[config.mk]
export PLATFORM = sky130hd
export DESIGN_NAME = instruction_fetch
export DESIGN_NICKNAME = d
export VERILOG_FILES = /design/src/rtl/if_pkg.sv /design/src/rtl/fetch_skid_buffer.sv /design/src/rtl/instruction_fetch.sv
export SDC_FILE = /design/constraint.sdc
export NUM_CORES = 1
export LEC_CHECK = 0
export ABC_AREA = 1
export CELL_PAD_IN_SITES_DETAIL_PLACEMENT = 0
export CELL_PAD_IN_SITES_GLOBAL_PLACEMENT = 2
export CORE_MARGIN = 2
export CORE_UTILIZATION = 31
export DETAILED_ROUTE_END_ITERATION = 8
export PLACE_DENSITY_LB_ADDON = 0.1
export SLEW_MARGIN = 20
export SYNTH_ARGS = -nofsm -noshare
export SYNTH_HDL_FRONTEND = slang
export SYNTH_HIERARCHICAL = 1
export SYNTH_SLANG_ARGS = --single-unit
[constraint.sdc]
create_clock -name clk -period 3.61 [get_ports clk]
set_clock_uncertainty 0.1 [all_clocks]
set_input_delay 0.722 -clock clk [delete_from_list [all_inputs] [get_ports clk]]
set_output_delay 0.722 -clock clk [all_outputs]
set_load 0.03 [all_outputs]
[src/rtl/if_pkg.sv]
// rtl/if_pkg.sv - shared types and constants for the instruction fetch stage
package if_pkg;

  typedef enum logic [1:0] {
    S_IDLE,
    S_REQ,
    S_WAIT,
    S_FULL
  } if_state_e;

  localparam logic [31:0] PC_STEP           = 32'd4;
  localparam logic [31:0] NOP_INSTR_DEFAULT = 32'h0000_0000;

  typedef struct packed {
    logic [31:0] instr;
    logic [31:0] pc;
  } fetch_bundle_t;

  // Fetch addresses are always word aligned; low byte-offset bits are dropped.
  function automatic logic [31:0] align_word(input logic [31:0] addr);
    return {addr[31:2], 2'b00};
  endfunction

endpackage

[src/rtl/fetch_skid_buffer.sv]
// rtl/fetch_skid_buffer.sv - decode-facing output register with a one-entry overflow
module fetch_skid_buffer
  import if_pkg::*;
#(
  parameter logic [31:0] NOP_INSTR = NOP_INSTR_DEFAULT
) (
  input  logic          clk,
  input  logic          rst_n,
  input  logic          flush,
  input  logic          in_valid,
  input  fetch_bundle_t in_data,
  output logic          in_direct,
  input  logic          out_ready,
  output logic          out_valid,
  output logic [31:0]   out_instruction,
  output logic [31:0]   out_pc,
  output logic [31:0]   out_pc_plus4
);

  fetch_bundle_t skid_data;
  logic          skid_valid;

  // A new word may go straight to the output when it is empty or being consumed.
  assign in_direct = !out_valid || out_ready;

  // Output register: flush first, then a fresh word, then the overflow refill, then drain.
  always_ff @(posedge clk or negedge rst_n) begin
    if (!rst_n) begin
      out_valid       <= 1'b0;
      out_instruction <= NOP_INSTR;
      out_pc          <= '0;
      out_pc_plus4    <= '0;
    end else if (flush) begin
      out_valid       <= 1'b0;
      out_instruction <= NOP_INSTR;
    end else if (in_valid && in_direct) begin
      out_valid       <= 1'b1;
      out_instruction <= in_data.instr;
      out_pc          <= in_data.pc;
      out_pc_plus4    <= in_data.pc + PC_STEP;
    end else if (skid_valid && out_ready) begin
      out_valid       <= 1'b1;
      out_instruction <= skid_data.instr;
      out_pc          <= skid_data.pc;
      out_pc_plus4    <= skid_data.pc + PC_STEP;
    end else if (out_valid && out_ready) begin
      out_valid       <= 1'b0;
      out_instruction <= NOP_INSTR;
    end
  end

  // Overflow entry: catches a word that arrives while decode is stalled.
  always_ff @(posedge clk or negedge rst_n) begin
    if (!rst_n) begin
      skid_valid <= 1'b0;
      skid_data  <= '0;
    end else if (flush) begin
      skid_valid <= 1'b0;
    end else if (in_valid && !in_direct) begin
      skid_valid <= 1'b1;
      skid_data  <= in_data;
    end else if (skid_valid && out_ready) begin
      skid_valid <= 1'b0;
    end
  end

endmodule

[src/rtl/instruction_fetch.sv]
// rtl/instruction_fetch.sv - PC owner and single-outstanding instruction memory fetcher
module instruction_fetch
  import if_pkg::*;
#(
  parameter logic [31:0] RESET_PC  = 32'h0000_0000,
  parameter logic [31:0] NOP_INSTR = NOP_INSTR_DEFAULT
) (
  input  logic        clk,
  input  logic        rst_n,
  input  logic        redirect,
  input  logic [31:0] redirect_pc,
  output logic        imem_req,
  output logic [31:0] imem_addr,
  input  logic        imem_gnt,
  input  logic        imem_rvalid,
  input  logic [31:0] imem_rdata,
  output logic        out_valid,
  input  logic        out_ready,
  output logic [31:0] out_instruction,
  output logic [31:0] out_pc,
  output logic [31:0] out_pc_plus4
);

  if_state_e     state;
  logic [31:0]   pc;
  logic [31:0]   req_pc;
  logic          discard;
  logic          resp_keep;
  logic          in_direct;
  fetch_bundle_t resp_bundle;

  assign imem_req    = (state == S_REQ);
  assign imem_addr   = pc;
  assign resp_keep   = (state == S_WAIT) && imem_rvalid && !discard && !redirect;
  assign resp_bundle = '{instr: imem_rdata, pc: req_pc};

  // Fetch sequencer: advances the PC, tracks the one outstanding request, squashes wrong-path words.
  always_ff @(posedge clk or negedge rst_n) begin
    if (!rst_n) begin
      state   <= S_IDLE;
      pc      <= RESET_PC;
      req_pc  <= '0;
      discard <= 1'b0;
    end else if (redirect) begin
      pc <= align_word(redirect_pc);
      case (state)
        S_REQ: begin
          state   <= imem_gnt ? S_WAIT : S_REQ;
          discard <= imem_gnt;
        end
        S_WAIT: begin
          if (imem_rvalid) begin
            state   <= S_REQ;
            discard <= 1'b0;
          end else begin
            discard <= 1'b1;
          end
        end
        default: state <= S_REQ;
      endcase
    end else begin
      case (state)
        S_IDLE: state <= S_REQ;
        S_REQ: begin
          if (imem_gnt) begin
            req_pc <= pc;
            pc     <= pc + PC_STEP;
            state  <= S_WAIT;
          end
        end
        S_WAIT: begin
          if (imem_rvalid) begin
            if (discard) begin
              discard <= 1'b0;
              state   <= S_REQ;
            end else begin
              state <= in_direct ? S_REQ : S_FULL;
            end
          end
        end
        S_FULL: begin
          if (out_ready) state <= S_REQ;
        end
        default: state <= S_IDLE;
      endcase
    end
  end

  // A response must match the single outstanding request; a straggler from before a reset may land while idle.
  assert property (@(posedge clk) disable iff (!rst_n)
    imem_rvalid |-> (state == S_WAIT || state == S_IDLE));

  fetch_skid_buffer #(
    .NOP_INSTR(NOP_INSTR)
  ) u_skid (
    .clk            (clk),
    .rst_n          (rst_n),
    .flush          (redirect),
    .in_valid       (resp_keep),
    .in_data        (resp_bundle),
    .in_direct      (in_direct),
    .out_ready      (out_ready),
    .out_valid      (out_valid),
    .out_instruction(out_instruction),
    .out_pc         (out_pc),
    .out_pc_plus4   (out_pc_plus4)
  );

endmodule

* After elaboration in Yosys (flattened, before gate mapping)
Index checks and enable logic that the tools add are counted.
Word-level totals: bits of input ports 70, register bits 229, output and inout port bits 130, logic and storage cells 81
Operators by class: bitwise logic cells 1, reductions and logical operators 27, eq/ne operators 6, muxes and demuxes 33, add/sub/neg operators 3
Operators with widths (number):
- $mux 32 | 11
- $add 32x3->32 const B | 3
- $mux 2 | 8
- $reduce_bool 2->1 | 6
- $mux 1 | 11
- $reduce_and 3->1 | 3
- $pmux 2 s4 | 1
- $logic_and 1x1->1 | 7
- $reduce_and 2->1 | 3
- $eq 2x2->1 const B | 2
- $logic_not 1->1 | 4
- $pmux 2 s2 | 1
- $reduce_bool 4->1 | 1
- $ne 3x2->1 const B | 1
- $ne 3x3->1 const B | 1
- $reduce_bool 3->1 | 1
- $eq 2x1->1 const B | 1
- $logic_not 2->1 | 1
- $ne 2x2->1 const B | 1
- $pmux 1 s2 | 1
- $logic_or 1x1->1 | 1
- $not 1->1 | 1

* Longest topological paths before layout
depth after elaboration 7, mapped depth 19

* Modules after synthesis
The synthesis kept the hierarchy.
By module, submodules not included:
- fetch_skid_buffer | area each 7810.0 µm², times used 1, cells an instance 912
- instruction_fetch | area each 3534.6 µm², times used 1, cells an instance 482

* Worst setup path after synthesis
Ideal clock, no wire load.
path kind input -> register, start in redirect, end reg u_skid.out_pc_plus4[24], arrival 2610 ps, cell stages on the path 16, setup time 124 ps, path slack 776 ps, required time 3386 ps, cells stage by stage clkbuf_1 > nor4_1 > buf_4 > nand2_8 > buf_6 > nand2_1 > o21ai_2 > inv_1 > ha_1 > nand2_1 > nor2_4 > nand2_2 > nor2_1 > nand2_1 > nand3_1 > nand3_1
Between the ends: word-level cells in the longest chain between the ends 5, elaborated cells between the ends (all ways) 7, classes of those cells mux (1); bitwise (1); reduce/logical (5)
Ends and longest elaborated chain:
- from (decl) | RTL line instruction_fetch.sv:10 | input logic redirect,
- $logic_not 1->1 * | RTL line instruction_fetch.sv:34 | assign resp_keep = (state == S_WAIT) && imem_rvalid && !discard && !redirect;
- $logic_and 1x1->1 * | RTL line instruction_fetch.sv:34
- named net resp_keep | RTL line instruction_fetch.sv:28 | logic resp_keep;
- $logic_and 1x1->1 * | RTL line fetch_skid_buffer.sv:36 | end else if (in_valid && in_direct) begin
- $reduce_bool 2->1 (no line)
- $reduce_and 2->1 (no line)
- to (signal assigned) | RTL line fetch_skid_buffer.sv:40 | out_pc_plus4 <= in_data.pc + PC_STEP;
- to (signal assigned) | RTL line fetch_skid_buffer.sv:45 | out_pc_plus4 <= skid_data.pc + PC_STEP;
- to (decl) | RTL line fetch_skid_buffer.sv:17 | output logic [31:0] out_pc_plus4
The timed path passes the listed nets; every way through them passes the cells marked *. A chain may end at the register's enable or synchronous reset.

* Worst setup path after layout
start in imem_rvalid, end reg u_skid.out_pc_plus4[18]
Between the ends: word-level cells in the longest chain between the ends 6, elaborated cells between the ends (all ways) 7, classes of those cells mux (1); reduce/logical (6)
Ends and longest elaborated chain:
- from (decl) | RTL line instruction_fetch.sv:15 | input logic imem_rvalid,
- $logic_and 1x1->1 * (3 in series) | RTL line instruction_fetch.sv:34
- named net resp_keep | RTL line instruction_fetch.sv:28
- $logic_and 1x1->1 * | RTL line fetch_skid_buffer.sv:36
- $reduce_bool 2->1 (no line)
- $reduce_and 2->1 (no line)
Marked as above.

==> summary.txt <==
Area contributors post-synth: dfrtp_1, nand2_1, nor2_1
Placed cell area: 13900 um^2
EDFF count, synth: 0
Type of the worst min-delay path: in2async
FF-to-FF Start: state[0]
Part of the Yosys area used for sequential elements: 49.2%
Die extent in x: 195 um
Synth warnings: 6
FF+latch count, synth: 223
Comb power frac: 27.4%
# resized after CTS: 0
Total CTS buffers: 27
Cell Chain, Critical Path: clkdlybuf4s50_1 > inv_1 > nor4_2 > buf_4 > nand2_8 > buf_4 > a21oi_4 > inv_2 > buf_12 > nor2_1 > inv_1 > o211ai_1
Post-Syn Instances: 1394
GRT Total Usage: 17.9%
Synth Area in Compound Gates: 11.3%
Status: finished, final reports clean
Worst path max stage delay: 0.45 ns
Final min period: 2.93 ns
Synth Area in XOR/XNOR: 0.540%
Layout cell share with drive strength beyond 1: 11.0%
Worst path required time: 3.97 ns
CP Capture Type: flop
Via count: 9644
Worst Setup Path Type: in2reg
Area added between synthesis and finish: 30.3%
H-tree levels: 1
Sw Pwr: 0.00292 W
Placer Congestion: 0.784
RSZ-0062 raised after global routing: false
Post-synthesis mux area share: 2.58%
Worst reg2reg endpoint: u_skid/out_pc_plus4[18]
Final period util: 81.1%
WP buf/inv: 7
Simple-Gate Fraction of Synth Area: 27.2%
Seq pwr share: 40.6%
DR vias/cell: 4.64
Post-layout nets: 1665
Top cell type's share of synthesized area: 49.2%
FF-to-FF path depth: 13
Fmax: 341 MHz
Overall power: 0.00835 W
PortBufs: 195
Reg-to-reg slack, setup: 0.72 ns
Critical path peak fanout: 45
TNS Setup: 0 ns
Num rows: 70
Sw frac: 34.9%
Pins over their slew limit: 0
Hold Buf Count CTS: 0
Final Instance Area: 14800 um^2
Final Hold Fails: 0
Clock Sinks: 223
Core Area: 36300 um^2
Post-layout util: 40.7%
Vias in the first global route: 9436
Clk slew on worst S/H paths: 0.06 ns
CTS tree: done
Starting density of the core: 31.2%
Worst hold slack: 0.0250 ns
Remaining global-route overflow: 0
Final Setup Violations: 0
Worst skew pair latency: 0.54 ns
Async S/R FF share, synth: 100%
Worst Setup SP: imem_rvalid
Io pins: 200
Slowest CP cell: clkdlybuf4s50_1
PD cells: 565 nW/um^2
Library cells used by synthesis: 48
Die ar.: 38100 um^2
Largest net degree at the start of global routing: 65
Number of max-cap violations: 0
Antenna violations before repair: 0
Multi-input gate area: 4850 um^2
Die Y: 195 um
Mapped Area: 11300 um^2
DR iter-0 viols: 488
Crit path max-delay family: buffers and inverters
Worst Tran Pin Value: 0.603 ns
Top FF cell, synth: dfrtp_1
First drt pass iteration count: 4
Lkg Pwr: 6.69 nW
HPWL Detailed: 24000 um
Syn avg cell area: 8.14 um^2
Largest family of logic cells by synthesized area: simple AND/OR/NAND/NOR gates
Clock power share: 32.0%
P_int: 0.00543 W
Final WL: 34000 um
Layout fillers: 3784
Setup Buffers After CTS: 0
CTS Root Cell: clkbuf_16
Routed length per instance: 16.4 um
Relative slew slack: 59.8%
DRC Markers: 0
Maximum buffer depth of the clock tree: 3
CP startpoint kind: input port
Post-Synth Adder-Cell Area: 0.662%
ANT nets after route: 0
First-pass GRT wire length: 54800 um
Post-synth top area cell: dfrtp_1
Worst EP arrival: 3.28 ns
Antenna diode count: 0
Maximum vdd drop: 0.000314 V
Seq. cell area: 5580 um^2
==> routing by layer <==
metal	vias up	routed length, um	global-route usage, %
met3	41	1230	2.42
li1	4928	-	-
met1	4487	18100	28.4
met5	-	0	0
met4	0	548	3.76
met2	188	14100	25.8
==> cells in the final DEF, fill, tap and decap left out, types with 3 or more instances in the layout <==
cell             Yosys  routed
a21oi_1             13      13
a31oi_1              9       9
a41oi_1             32      32
buf_12               1       6
buf_4                6      34
clkbuf_1            33       9
clkbuf_16            0      27
clkbuf_8             0       6
clkdlybuf4s50_1      0     193
clkinvlp_4           0       3
conb_1               1       6
dfrtp_1            223     223
ha_1                 6       6
inv_1              144     144
inv_2                5       5
mux2_2              26      26
nand2_1            336     336
nand2_2             27      27
nand3_1             89      88
nand3b_1            11      11
nand4_1             15      15
nor2_1             187     187
nor2_2               9       9
nor2_4               9       9
nor3_1               5       5
o211ai_1            10      10
o21a_1               3       3
o21ai_0             86      86
o21ai_1              8       8
o22ai_1             34      34
or2_2                3       3
xor2_1               6       6
==> sequential cells by signal (all words and copies together) (netlist names), 2 cells and up <==
signal                  count
u_skid/out_instruction     32
req_pc                     30
state                       2
u_skid/out_pc_plus4        30
imem_addr                  30
u_skid/out_pc              32
u_skid/skid_data           64
==> cell type report <==
cell class	count	area share [%]
Clock buffer	42	5.36
Clock inverter	8	0.542
Inverter	150	3.84
Multi-Input combinational cell	952	32.8
Sequential cell	223	37.8
Tap cell	468	3.96
Timing Repair Buffer	235	15.7
==> cells in the mapped netlist, types with 3 or more instances <==
cell / n
a21oi_1: 13
a31oi_1: 9
a41oi_1: 32
buf_2: 26
buf_4: 6
buf_6: 6
clkbuf_1: 33
dfrtp_1: 223
ha_1: 6
inv_1: 144
inv_2: 5
mux2_2: 26
nand2_1: 336
nand2_2: 27
nand3_1: 89
nand3b_1: 11
nand4_1: 15
nor2_1: 187
nor2_2: 9
nor2_4: 9
nor3_1: 5
o2111ai_1: 3
o211ai_1: 10
o21a_1: 3
o21ai_0: 86
o21ai_1: 8
o22ai_1: 34
or2_2: 3
xor2_1: 6
==> power groups by stage <==
stage	registers, W	logic, W	clock network (W)
final	0.00339	0.00229	0.00267
after global routing	0.00348	0.00250	0.00286
after CTS	0.00340	0.00232	0.00278
after detailed placement	0.00344	0.00231	0
after global placement	0.00344	0.00229	0
after floorplan	0.00380	0.000874	0
==> metrics by stage <==
step                      setup WS, ns  std cells
final                            0.681       2078
after global routing             0.404       2078
after CTS                        0.684       2078
after detailed placement         0.113       2028
after global placement           0.135       2028
after floorplan                  0.776       1399
==> cells by family (layout without fill, tap and decap cells) <==
logic type | Yosys count | after routing
simple gates | 701 | 701
buf+inv | 224 | 435
flops | 223 | 223
compound gates | 206 | 206
mux | 26 | 26
xor+xnor | 7 | 7
fa+ha+maj | 6 | 6
other cells | 1 | 6
==> how the worst max path moves through the flow <==
stage	end	slack (ns)	cells after the start
floorplan	u_skid/out_pc_plus4[24]	0.78	16
global placement	u_skid/out_pc_plus4[18]	0.14	12
detailed placement	u_skid/out_pc_plus4[18]	0.11	12
CTS	u_skid/out_pc_plus4[18]	0.68	13
global route	u_skid/out_pc_plus4[18]	0.40	13
finish	u_skid/out_pc_plus4[18]	0.68	12
No activity file was read; power rests on OpenSTA's default activity.
